--- src/rtl/bin2bcd_seq.sv ---
// Sequential shift-and-add-3 (double-dabble) binary-to-BCD converter.
// One conversion takes BIN_W shift cycles plus one output-load cycle.
// The block also produces a leading-zero significance mask and an overflow flag.
module bin2bcd_seq #(
    parameter int unsigned BIN_W  = 16,
    parameter int unsigned DIGITS = 5
) (
    input  logic                  clk,
    input  logic                  rst,
    input  logic                  start,
    input  logic [BIN_W-1:0]      bin_in,
    output logic                  busy,
    output logic                  done,
    output logic [4*DIGITS-1:0]   bcd_out,
    output logic [DIGITS-1:0]     sig_mask,
    output logic                  ovf
);

    localparam int unsigned BCD_W = 4 * DIGITS;
    localparam int unsigned CNT_W = $clog2(BIN_W + 1);

    typedef enum logic [1:0] {StIdle, StShift, StDone} state_e;

    state_e             state_q, state_d;
    logic [BIN_W-1:0]   shift_q, shift_d;
    logic [BCD_W-1:0]   bcd_acc_q, bcd_acc_d;
    logic               ovf_acc_q, ovf_acc_d;
    logic [CNT_W-1:0]   cnt_q, cnt_d;
    logic               busy_q, busy_d;
    logic               done_q, done_d;
    logic [BCD_W-1:0]   bcd_out_q, bcd_out_d;
    logic [DIGITS-1:0]  sig_mask_q, sig_mask_d;
    logic               ovf_q, ovf_d;

    logic [BCD_W-1:0]   adj;
    logic [DIGITS-1:0]  mask;
    logic               load;

    // Add-3 correction: every digit of 5 or more is bumped before the shift.
    always_comb begin
        adj = bcd_acc_q;
        for (int i = 0; i < int'(DIGITS); i++) begin
            if (bcd_acc_q[4*i +: 4] >= 4'd5) begin
                adj[4*i +: 4] = bcd_acc_q[4*i +: 4] + 4'd3;
            end
        end
    end

    // Significance mask: a digit is significant if it or any higher digit is non-zero.
    always_comb begin
        logic seen;
        seen = 1'b0;
        mask = '0;
        for (int i = int'(DIGITS) - 1; i >= 0; i--) begin
            seen    = seen | (|bcd_acc_q[4*i +: 4]);
            mask[i] = seen;
        end
        mask[0] = 1'b1;
    end

    // Next-state and datapath control.
    always_comb begin
        state_d    = state_q;
        shift_d    = shift_q;
        bcd_acc_d  = bcd_acc_q;
        ovf_acc_d  = ovf_acc_q;
        cnt_d      = cnt_q;
        busy_d     = busy_q;
        done_d     = 1'b0;
        bcd_out_d  = bcd_out_q;
        sig_mask_d = sig_mask_q;
        ovf_d      = ovf_q;
        load       = 1'b0;

        unique case (state_q)
            StIdle: begin
                load = start;
            end
            StShift: begin
                bcd_acc_d = {adj[BCD_W-2:0], shift_q[BIN_W-1]};
                shift_d   = shift_q << 1;
                ovf_acc_d = ovf_acc_q | adj[BCD_W-1];
                cnt_d     = cnt_q - CNT_W'(1);
                if (cnt_q == CNT_W'(1)) begin
                    state_d = StDone;
                    busy_d  = 1'b0;
                end
            end
            StDone: begin
                bcd_out_d  = bcd_acc_q;
                sig_mask_d = mask;
                ovf_d      = ovf_acc_q;
                done_d     = 1'b1;
                state_d    = StIdle;
                // Back-to-back: a new request is taken on the same edge as the result.
                load       = start;
            end
            default: begin
                state_d = StIdle;
            end
        endcase

        if (load) begin
            shift_d   = bin_in;
            bcd_acc_d = '0;
            ovf_acc_d = 1'b0;
            cnt_d     = CNT_W'(BIN_W);
            busy_d    = 1'b1;
            state_d   = StShift;
        end
    end

    // State and datapath registers; reset aborts any conversion in flight.
    always_ff @(posedge clk or posedge rst) begin
        if (rst) begin
            state_q    <= StIdle;
            shift_q    <= '0;
            bcd_acc_q  <= '0;
            ovf_acc_q  <= 1'b0;
            cnt_q      <= '0;
            busy_q     <= 1'b0;
            done_q     <= 1'b0;
            bcd_out_q  <= '0;
            sig_mask_q <= DIGITS'(1);
            ovf_q      <= 1'b0;
        end else begin
            state_q    <= state_d;
            shift_q    <= shift_d;
            bcd_acc_q  <= bcd_acc_d;
            ovf_acc_q  <= ovf_acc_d;
            cnt_q      <= cnt_d;
            busy_q     <= busy_d;
            done_q     <= done_d;
            bcd_out_q  <= bcd_out_d;
            sig_mask_q <= sig_mask_d;
            ovf_q      <= ovf_d;
        end
    end

    assign busy     = busy_q;
    assign done     = done_q;
    assign bcd_out  = bcd_out_q;
    assign sig_mask = sig_mask_q;
    assign ovf      = ovf_q;

endmodule

--- config.mk ---
export PLATFORM = sky130hd
export DESIGN_NAME = bin2bcd_seq
export DESIGN_NICKNAME = d
export VERILOG_FILES = /design/src/rtl/bin2bcd_seq.sv
export SDC_FILE = /design/constraint.sdc
export NUM_CORES = 1
export LEC_CHECK = 0
export ABC_AREA = 0
export BUFFER_PORTS_ARGS = -buffer_cell sky130_fd_sc_hd__buf_2
export CAP_MARGIN = 20
export CORE_ASPECT_RATIO = 0.8
export CORE_MARGIN = 3
export CORE_UTILIZATION = 25
export DETAILED_ROUTE_END_ITERATION = 8
export PLACE_DENSITY = 0.47
export SETUP_SLACK_MARGIN = 0.02
export SLEW_MARGIN = 5
export SYNTH_ARGS = -nofsm -noshare
export SYNTH_HDL_FRONTEND = slang
export SYNTH_SLANG_ARGS = --single-unit
--- constraint.sdc ---
create_clock -name clk -period 3.3 [get_ports clk]
set_input_delay 0.165 -clock clk [delete_from_list [all_inputs] [get_ports clk]]
set_output_delay 0.165 -clock clk [all_outputs]
set_load 0.05 [all_outputs]
Word level (Yosys, flattened, before mapping)
Cells that the tools add are included.
Operators by class
  add/subtract/negate cells: 6
  $mul: 0
  divide/modulo/power cells: 0
  magnitude comparators: 5
  equality and inequality tests: 5
  shift-type cells: 0
  mux-type cells: 21
  bitwise logic cells: 4
  reduce and logical (&&, ||, !) cells: 10
Operators by type and width (count)
  $mux 20: 2
  $mux 16: 2
  $add 4x2->4 const B: 5
  $ge 4x3->1 const B: 5
  $mux 4: 5
  $reduce_or 4->1: 4
  $mux 5: 2
  $mux 1: 7
  $eq 5x1->1 const B: 1
  $sub 5x1->5 const B: 1
  $mux 2: 2
  $or 1x1->1: 4
  $pmux 2 s2: 1
  $reduce_and 2->1: 2
  $reduce_bool 2->1: 2
  $ne 3x3->1 const B: 1
  $eq 2x1->1 const B: 1
  $eq 2x2->1 const B: 1
  $logic_not 2->1: 1
  $ne 2x2->1 const B: 1
  $reduce_or 2->1: 1
Storage, ports and cells
  flip-flop bits (word level): 71
  latch bits: 0
  bits in writable memories: 0
  ROM bits: 0
  input bits: 19
  output and inout port bits: 28
  memories kept: 0

Logic depth before layout (Yosys ltp)
Gate-level depths: netlist of run 1.
  word-level depth: 5
  mapped depth: 6
  mapped depth without buffers: 6

Worst setup path before layout of run 1
No wires, ideal clock.
  kind: reg-to-reg
  start point: reg bcd_acc_q[16]
  end point: reg sig_mask_q[1], in the netlist sig_mask[1]
  library setup time: 0.134 ns
  data arrival time: 1.290 ns
  required time: 3.166 ns
  setup slack: 1.877 ns
  cell stages (with the launch flop): 7
  buffers on the path: 0
  clock period less this slack: 1.423 ns
  path through: dfrtp_1 inv_1 ha_1 nor3b_2 nand3_1 nor4b_2 a31oi_1
Between the ends
  longest elaborated chain between the ends: 4
RTL lines
  start: declaration: RTL line 26  | logic [BCD_W-1:0] bcd_acc_q, bcd_acc_d;
  start signal: assignment: RTL line 118  | bcd_acc_q <= '0;
  start signal: assignment: RTL line 129  | bcd_acc_q <= bcd_acc_d;
  $reduce_or 4->1: RTL line 55  | seen = seen | (|bcd_acc_q[4*i +: 4]);
  $or 1x1->1 (3 in series): RTL line 55
  end signal: assignment: RTL line 135  | sig_mask_q <= sig_mask_d;
  end: declaration: RTL line 32  | logic [DIGITS-1:0] sig_mask_q, sig_mask_d;
No other way between the ends.
A chain may end at the register's enable or synchronous reset.

Final worst setup path of run 1
  start point: reg state_q[1]
  end point: reg cnt_q[4]
Between the ends
  longest elaborated chain between the ends: 4
  elaborated cells on any way between the ends: 7
RTL lines
  start: declaration: RTL line 24  | state_e state_q, state_d;
  start signal: assignment: RTL line 116  | state_q <= StIdle;
  start signal: assignment: RTL line 127  | state_q <= state_d;
  $eq 2x2->1 / $logic_not 2->1 (equally long branches): RTL line 75  | unique case (state_q)
  $reduce_or 2->1 (no line)
  $mux 1: RTL line 75
  $mux 5 / $reduce_bool 2->1 (equally long branches)
  end signal: assignment: RTL line 131  | cnt_q <= cnt_d;
  end: declaration: RTL line 28  | logic [CNT_W-1:0] cnt_q, cnt_d;
Several ways; a longest one is shown, not always the timed one.

==> impl_results.md, run 1 <==
* Lkg Pwr at 1.93 nW
* Seq/Total Area, Yosys at 55.1%
* Rows at 36
* Gate Count Post-Synth at 318
* Peak VDD IR at 301 uV
* DR pass1 iterations at 4
* R2R Setup Slk at 1.29 ns
* Die height at 108 um
* Critical Path Max Stage Delay at 0.61 ns
* Full die area at 14300 um^2
* R2r startpoint: state_q[1]$_DFFE_PP0P_
* GPL Wtd Cong at 0.735
* DRT iter0 DRCs at 177
* Hold Fails Final Rpt at 0
* Final WL at 7310 um
* Avg Inst Size Synth at 10.1 um^2
* Largest net degree at the start of global routing at 40
* Maximum root-to-sink buffer count at 2
* Crit path capture type: register
* RSZ-0062 raised after global routing: false
* Fillers at 1308
* Area Overhead vs Synth at 21.2%
* Port bufs at 45
* Vias per cell at 4.43
* Slew of the pin with the lowest slew margin at 0.866 ns
* Post-layout util at 31.6%
* Non-Filler Instances at 539
* First-pass GRT wire length at 12600 um
* Max Slew Vio Count at 0
* CTS clk-pin slew, worst paths at 0.06 ns
* Max-cap check violation count at 0
* Period Utilization, post-route at 60.9%
* Seq cells post-synth at 71
* CTS root buf: clkbuf_16
* Die Wd at 133 um
* Vias at 2387
* Worst skew pair latency at 0.33 ns
* Clock skew at 0.00603 ns
* Initial antenna violation count at 0
* Post-Syn Nets at 353
* CTS tree: done
* # H-tree levels at 3
* Initial Util at 26.0%
* Routed len/inst at 13.6 um
* CP Class: register to register
* Slowest-stage cell, CP: and2b_1
* Slew margin rel. at 42.2%
* Hold buffers post-CTS at 0
* CTS Buf Count at 9
* Global route overflow at 0
* F_max at 498 MHz
* Pwr dens at 1110 nW/um^2
* Req. time, crit path at 3.57 ns
* Vias in the first global route at 2439
* Num Clock Sinks at 71
* Critical Path AT at 2.27 ns
* GRT Total Usage at 11.2%
* Critical Path, Cell by Cell: and2b_1 -> buf_4 -> nand2_1 -> or4_1 -> nand3_1
* Post-cts sizing count at 0
* Final antenna-violating net count at 0
* Startpoint Class: register
* Hold Path Class: input port to async pin
* Min Tclk post-route at 2.01 ns
* Hold_ws at 0.0110 ns
* Layout Nets at 399
* ANT cells at 0
* Yosys warning total at 0
* Layout cells sized above 1 at 19.3%
* IO Pins at 47
* Post-CTS Setup Inserts at 0
* DP Worst Slack at 1.32 ns
* Crit path max fanout at 18
* Residual DRC at 0
* Status: finished, final reports clean
* Total Neg Setup Slack at 0 ns
* Synth unique cells at 35
* Worst Setup SP: state_q[1]$_DFFE_PP0P_
* Core Area at 12400 um^2
* Final worst-path setup slack at 1.29 ns
* Final setup vio count at 0
* Post-DP HPWL at 4940 um
* Post-Place Cells at 524
* Post-Syn Area at 3230 um^2
[registers in the layout (all words and copies together) (netlist names)]
register and cells:
state_q 2, bcd_out 20, shift_q 16, done 1, ovf 1, bcd_acc_q 20, busy 1, cnt_q 5
ovf_acc_q 1, sig_mask 4
[worst max-delay path: cells and delay by family (launching register included)]
kind,cells,cell delay (ns)
flops,1,0.37
buf+inv,1,0.31
simple gates,4,1.25
[stage by stage]
| stage | power, mW | instance area [um^2] |
|---|---|---|
| finish | 4.32 | 3910 |
| global route | 4.69 | 3910 |
| CTS | 4.38 | 3910 |
| detailed placement | 3.47 | 3640 |
| global placement | 3.44 | 3640 |
| floorplan | 3.00 | 3230 |
[final timing paths]
check,cells after the start,endpoint
min reg2reg,2,bcd_out[3]$_DFFE_PP0N_
max,5,cnt_q[4]$_DFFE_PP0P_
min in group clk,2,shift_q[0]$_DFFE_PP0P_
min,2,shift_q[10]$_DFFE_PP0P_
max reg2reg,5,cnt_q[4]$_DFFE_PP0P_
max in group asynchronous,3,bcd_acc_q[13]$_DFFE_PP0P_
[power breakdown]
part	internal [mW]	leakage, nW	switching (mW)
Clock	0.520	0.131	0.352
Combinational	0.657	0.890	1.28
Sequential	1.25	0.911	0.264
[synth_stat cells]
| cell type | n | share of area, % |
|---|---|---|
| nand2_1 | 79 | 9.2 |
| dfrtp_1 | 71 | 55 |
| ha_1 | 16 | 6.2 |
| a22oi_1 | 15 | 3.5 |
| o21ai_1 | 15 | 2.3 |
| inv_1 | 14 | 1.6 |
| buf_2 | 12 | 1.9 |
| a21oi_1 | 10 | 1.6 |
| o22ai_1 | 10 | 1.9 |
| nand2b_1 | 8 | 1.6 |
| o21ai_0 | 8 | 1.2 |
| nor2_1 | 7 | 0.81 |
| a22o_1 | 6 | 1.6 |
| o31ai_1 | 6 | 1.4 |
| xnor2_1 | 6 | 1.6 |
| a32o_1 | 5 | 1.6 |
| mux2i_1 | 5 | 1.6 |
| nor3b_1 | 5 | 1.2 |
| nand3_1 | 3 | 0.47 |
| clkbuf_1 | 2 | 0.23 |
| a31oi_1 | 1 | 0.19 |
| and2_1 | 1 | 0.19 |
| and2b_1 | 1 | 0.23 |
| buf_1 | 1 | 0.12 |
| buf_4 | 1 | 0.23 |
| conb_1 | 1 | 0.12 |
| inv_2 | 1 | 0.12 |
| nand2_2 | 1 | 0.19 |
| nor2b_1 | 1 | 0.19 |
| nor3_1 | 1 | 0.16 |
| nor3b_2 | 1 | 0.39 |
| nor4_2 | 1 | 0.39 |
| nor4b_1 | 1 | 0.27 |
| nor4b_2 | 1 | 0.47 |
| or4_1 | 1 | 0.23 |
[cell families after synthesis]
group | share of synthesized area [%]
buffers and inverters | 4.19
AND/OR/NAND/NOR | 15.9
AO/OA/AOI/OAI | 15.3
flip-flops | 55.1
other | 0.116
XOR/XNOR | 1.63
adder cells (fa/ha/maj) | 6.21
multiplexers | 1.55
[metal layers]
layer / wire length (um) / track usage [%] / vias up
met5: 0 / 0 / -
met4: 73 / 2.67 / 0
met3: 246 / 4.39 / 6
met2: 3240 / 16.3 / 38
met1: 3750 / 15.6 / 1158
li1: - / - / 1185
[layout by cell type (no fill, tap or decap), drive strengths merged, types with 2 or more instances in the layout]
cell,instances
a21oi,10
a22o,6
a22oi,15
a32o,5
buf,51
clkbuf,11
clkinv,3
dfrtp,71
ha,16
inv,15
mux2i,5
nand2,80
nand2b,8
nand3,3
nor2,7
nor3b,6
nor4b,2
o21ai,23
o22ai,10
o31ai,6
xnor2,6
[layout make-up]
type / instances / area (um^2) / share of cell area, %
Clock inverter: 4 / 22.5 / 0.576
Inverter: 15 / 56.3 / 1.44
Multi-Input combinational cell: 216 / 1310 / 33.6
Tap cell: 171 / 214 / 5.47
Timing Repair Buffer: 51 / 283 / 7.23
Clock buffer: 11 / 243 / 6.21
Sequential cell: 71 / 1780 / 45.5
No activity file was read; power rests on OpenSTA's default activity.
==> run 2: changes to the inputs <==
==> constraint.sdc (replaced) <==
create_clock -name clk -period 1.9 [get_ports clk]
set_input_delay 0.095 -clock clk [delete_from_list [all_inputs] [get_ports clk]]
set_output_delay 0.095 -clock clk [all_outputs]
set_load 0.05 [all_outputs]
==> run 2 against run 1 <==
Total power rose by 80%. Setup slack got worse by 1.0 ns. Fmax rose by 23%. Via count rose by 2.8%. Sequential cell count did not move. Die area did not move. Routed wire length rose by 3.2%. Critical path type unchanged. Final area rose by 5.7%. Sequential share of layout area fell by 2.5 points. Non-clock buffer count rose by 19.
==> impl_results.md, run 2 (same netlist as run 1, synthesis figures left out) <==
* Status: finished, final reports clean
* Period Utilization, post-route at 85.7%
* Req. time, crit path at 2.17 ns
* Vias in the first global route at 2580
* Slew margin rel. at 54.0%
* Post-Place Cells at 529
* Largest net degree at the start of global routing at 39
* Die Wd at 133 um
* ANT cells at 0
* Max Slew Vio Count at 0
* DRT iter0 DRCs at 140
* Post-cts sizing count at 0
* Initial antenna violation count at 0
* CTS tree: done
* Post-DP HPWL at 5150 um
* Non-Filler Instances at 559
* Most frequent cells in the layout: nand2_1 (79), dfrtp_1 (71), buf_2 (45)
* CTS clk-pin slew, worst paths at 0.06 ns
* Worst skew pair latency at 0.33 ns
* # H-tree levels at 3
* Crit path capture type: register
* Pwr dens at 1880 nW/um^2
* F_max at 614 MHz
* DR pass1 iterations at 4
* Hold Path Class: input port to register
* Most common cell after layout, fill and taps aside: nand2_1
* First-pass GRT wire length at 13100 um
* Maximum root-to-sink buffer count at 2
* Final antenna-violating net count at 0
* Final total power at 7.78 mW
* Startpoint Class: register
* Peak VDD IR at 548 uV
* Total Neg Setup Slack at 0 ns
* Hold Fails Final Rpt at 0
* Critical Path AT at 1.89 ns
* Min Tclk post-route at 1.63 ns
* Clock skew at 0.00894 ns
* Slew of the pin with the lowest slew margin at 0.687 ns
* Max-cap check violation count at 0
* Layout Nets at 418
* Port bufs at 45
* IO Pins at 47
* Hold_ws at 0.00473 ns
* Crit path max fanout at 8
* GPL Wtd Cong at 0.727
* Full die area at 14300 um^2
* Rows at 36
* Num Clock Sinks at 71
* RSZ-0062 raised after global routing: false
* Layout cells sized above 1 at 20.1%
* Vias at 2454
* Die height at 108 um
* CP Class: register to register
* CTS Buf Count at 9
* CTS root buf: clkbuf_16
* Core Area at 12400 um^2
* Area Overhead vs Synth at 28.1%
* Vias per cell at 4.39
* Lkg Pwr at 2.03 nW
* Residual DRC at 0
* GRT Total Usage at 11.6%
* Initial Util at 26.0%
* Global route overflow at 0
* Final setup vio count at 0
* Final WL at 7550 um
* Routed len/inst at 13.5 um
run 2: what timing repair did:
item / CTS / global route
buffers inserted: 0 / 0
hold buffers: 14 / 0
endpoints found under the setup margin: 0 / 0
endpoints found under the hold margin: 28 / 0
run 2: cell type report:
cell class	count	area, um^2
well taps	171	214
clock inverters	6	68.8
repair buffers	70	460
clock buffers	10	239
multi-input cells	216	1310
inverters	15	60.1
flip-flops and latches	71	1780
fillers	1318	8250
run 2: stage by stage:
| step | utilization, % | area [um^2] | worst slack (ns) |
|---|---|---|---|
| after global routing | 33.4 | 4130 | 0.0911 |
| after floorplan | - | 3230 | 0.477 |
| final | 33.4 | 4130 | 0.272 |
| after CTS | 33.4 | 4130 | 0.263 |
| after detailed placement | 29.7 | 3680 | 0.282 |
| after global placement | 29.7 | 3680 | 0.321 |
run 2: path summary, 6_finish.rpt:
kind | start | end | depth (start not counted) | slack [ns]
min in group asynchronous | rst | bcd_acc_q[16]$_DFFE_PP0P_ | 3 | 0.32
max in group asynchronous | rst | done$_DFF_PP0_ | 4 | 1.01
worst max register to register | state_q[0]$_DFFE_PP0P_ | bcd_acc_q[2]$_DFFE_PP0P_ | 4 | 0.27
worst min register to register | bcd_out[7]$_DFFE_PP0N_ | bcd_out[7]$_DFFE_PP0N_ | 2 | 0.47
worst min-delay path | bin_in[12] | shift_q[12]$_DFFE_PP0P_ | 3 | 0.005
worst max-delay path | state_q[0]$_DFFE_PP0P_ | bcd_acc_q[2]$_DFFE_PP0P_ | 4 | 0.27
run 2: routing by layer:
metal / vias up / part of all wire [%] / global-route usage (%)
met5: - / 0 / 0
met2: 38 / 45 / 17.9
met3: 7 / 3.6 / 3.04
met1: 1185 / 50 / 15.6
met4: 0 / 1.2 / 4.30
li1: 1224 / - / -
run 2: where the power goes:
part / leakage (nW) / switching [mW] / internal, mW / total (mW)
logic: 0.968 / 2.23 / 1.20 / 3.44
clock network: 0.149 / 0.652 / 1.06 / 1.71
registers: 0.911 / 0.467 / 2.17 / 2.64
run 2: worst max-delay path, cell delays in order, from the launching register on:
cell and delay [ns]:
dfrtp_1 0.40, and2b_1 0.20, nor2_1 0.54, buf_4 0.28
a22o_1 0.14
==> run 3: changes to the inputs <==
--- a/config.mk
+++ b/config.mk
@@ -9,7 +9,7 @@
 export BUFFER_PORTS_ARGS = -buffer_cell sky130_fd_sc_hd__buf_2
 export CAP_MARGIN = 20
 export CORE_ASPECT_RATIO = 0.8
-export CORE_MARGIN = 3
+export CORE_MARGIN = 2
 export CORE_UTILIZATION = 25
 export DETAILED_ROUTE_END_ITERATION = 8
 export PLACE_DENSITY = 0.47
==> run 3 against run 2 <==
Non-clock buffer count is 2 lower. Setup slack better by 0.018 ns. Routed wire length is 3.4% lower. Highest routed layer unchanged.
==> impl_results.md, run 3 (same netlist as run 1, synthesis figures left out) <==
* Slew of the pin with the lowest slew margin at 0.652 ns
* Internal cell power at 4.31 mW
* CP Class: register to register
* Lkg Pwr at 2.00 nW
* Initial antenna violation count at 0
* Status: finished, final reports clean
* Final antenna-violating net count at 0
* CTS Buf Count at 9
* Crit path max fanout at 5
* Multi-input gate area at 1310 um^2
* Peak VDD IR at 575 uV
* Rows at 37
* Req. time, crit path at 2.09 ns
* Post-layout util at 32.0%
* # H-tree levels at 3
* Final worst-path setup slack at 0.290 ns
* CTS tree: done
* Min Tclk post-route at 1.61 ns
* Most frequent cells in the layout: nand2_1 (79), dfrtp_1 (71), buf_2 (45)
* Critical Path Max Stage Delay at 0.39 ns
* Post-CTS Setup Inserts at 0
* Total Neg Setup Slack at 0 ns
* Port bufs at 45
* Hold buffers post-CTS at 11
* Most common cell after layout, fill and taps aside: nand2_1
* DR pass1 iterations at 4
* Full die area at 13800 um^2
* Critical Path, Cell by Cell: inv_1 -> ha_1 -> nor3b_2 -> nand3_1 -> nor4b_2 -> a31oi_1
* DP Worst Slack at 0.288 ns
* Vias per cell at 4.37
* Final WL at 7290 um
* Largest net degree at the start of global routing at 29
* Residual DRC at 0
* Critical Path AT at 1.80 ns
* Num Clock Sinks at 71
* Layout Nets at 416
* CTS root buf: clkbuf_16
* Net Sw Frac at 43.1%
* Startpoint Class: register
* Hold Path Class: input port to register
* Worst skew pair latency at 0.33 ns
* Die height at 106 um
* Initial Util at 25.3%
* Pwr dens at 1860 nW/um^2
* Slowest-stage cell, CP: dfrtp_1
* IO Pins at 47
* Max-cap check violation count at 0
* Clock share of power at 20.2%
* Fillers at 1329
* Global route overflow at 0
* RSZ-0062 raised after global routing: false
* Die Wd at 131 um
* CTS clk-pin slew, worst paths at 0.05 ns
* Final setup vio count at 0
* GRT Total Usage at 11.5%
* Post-cts sizing count at 0
* Routed len/inst at 13.0 um
* Post-DP HPWL at 4960 um
* F_max at 621 MHz
* Final total power at 7.57 mW
* Slew margin rel. at 56.5%
* Crit path capture type: register
* First-pass GRT wire length at 12300 um
* Hold Fails Final Rpt at 0
* Vias at 2448
* Switching pwr at 3.26 mW
* DRT iter0 DRCs at 168
* Core Area at 12700 um^2
* Sequential Power Share at 34.9%
* GPL Wtd Cong at 0.697
* Period Utilization, post-route at 84.8%
* Max Slew Vio Count at 0
* Maximum root-to-sink buffer count at 2
* Combinational fraction of design power at 44.9%
* Area Overhead vs Synth at 26.3%
* Vias in the first global route at 2517
* FF/Latch Area at 1780 um^2
* Clock skew at 0.00819 ns
* Layout cells sized above 1 at 19.5%
-- run 3: final timing paths --
check / from / end / slack (ns) / depth (start not counted)
setup / recovery: bcd_acc_q[16]$_DFFE_PP0P_ / sig_mask[1]$_DFFE_PP0N_ / 0.29 / 6
hold / removal: bin_in[2] / shift_q[2]$_DFFE_PP0P_ / 0.005 / 3
setup reg to reg: bcd_acc_q[16]$_DFFE_PP0P_ / sig_mask[1]$_DFFE_PP0N_ / 0.29 / 6
hold reg to reg: bcd_out[14]$_DFFE_PP0N_ / bcd_out[14]$_DFFE_PP0N_ / 0.46 / 2
max in group asynchronous: rst / state_q[1]$_DFFE_PP0P_ / 0.88 / 4
min in group asynchronous: rst / sig_mask[4]$_DFFE_PP0N_ / 0.41 / 3
-- run 3: cell type report --
cell class                 count  area share, %
inverter                      15           1.47
tap                          175           5.37
antenna                        1         0.0614
timing repair buffer          68           10.7
sequential                    71           43.6
multi-input combinational    216           32.2
clock buffer                  13           6.39
clock inverter                 1          0.123
-- run 3: power groups by stage --
stage                     clock network, mW  registers [mW]  logic (mW)
after floorplan                           0            3.34        1.88
after global placement                    0            2.65        3.36
after detailed placement                  0            2.66        3.40
after CTS                              1.58            2.64        3.43
after global routing                   1.65            2.74        3.81
final                                  1.53            2.64        3.40
-- run 3: per-stage QoR --
step	hold WS, ns	instance area (um^2)	std cells
3_5_place_dp	0.236	3700	534
6_report	0.00508	4080	560
3_3_place_gp	0.227	3700	534
2_1_floorplan	0.235	3230	318
4_1_cts	0.0000959	4070	559
5_1_grt	0.00859	4070	559
-- run 3: metal layers --
metal | routed length [um] | track usage, % | part of all wire (%) | vias up
met5 | 0 | 0 | 0 | -
met4 | 116 | 3.34 | 1.6 | 0
met3 | 355 | 4.06 | 4.9 | 12
met2 | 3090 | 16.8 | 42 | 42
met1 | 3720 | 16.0 | 51 | 1173
li1 | - | - | - | 1221
-- run 3: critical path, delay by kind of cell (launching register included) --
| family | cells | cell delay, ns |
|---|---|---|
| flip-flops | 1 | 0.39 |
| buffers and inverters | 1 | 0.15 |
| AND/OR/NAND/NOR | 3 | 0.65 |
| AO/OA/AOI/OAI | 1 | 0.13 |
| adder cells (fa/ha/maj) | 1 | 0.16 |
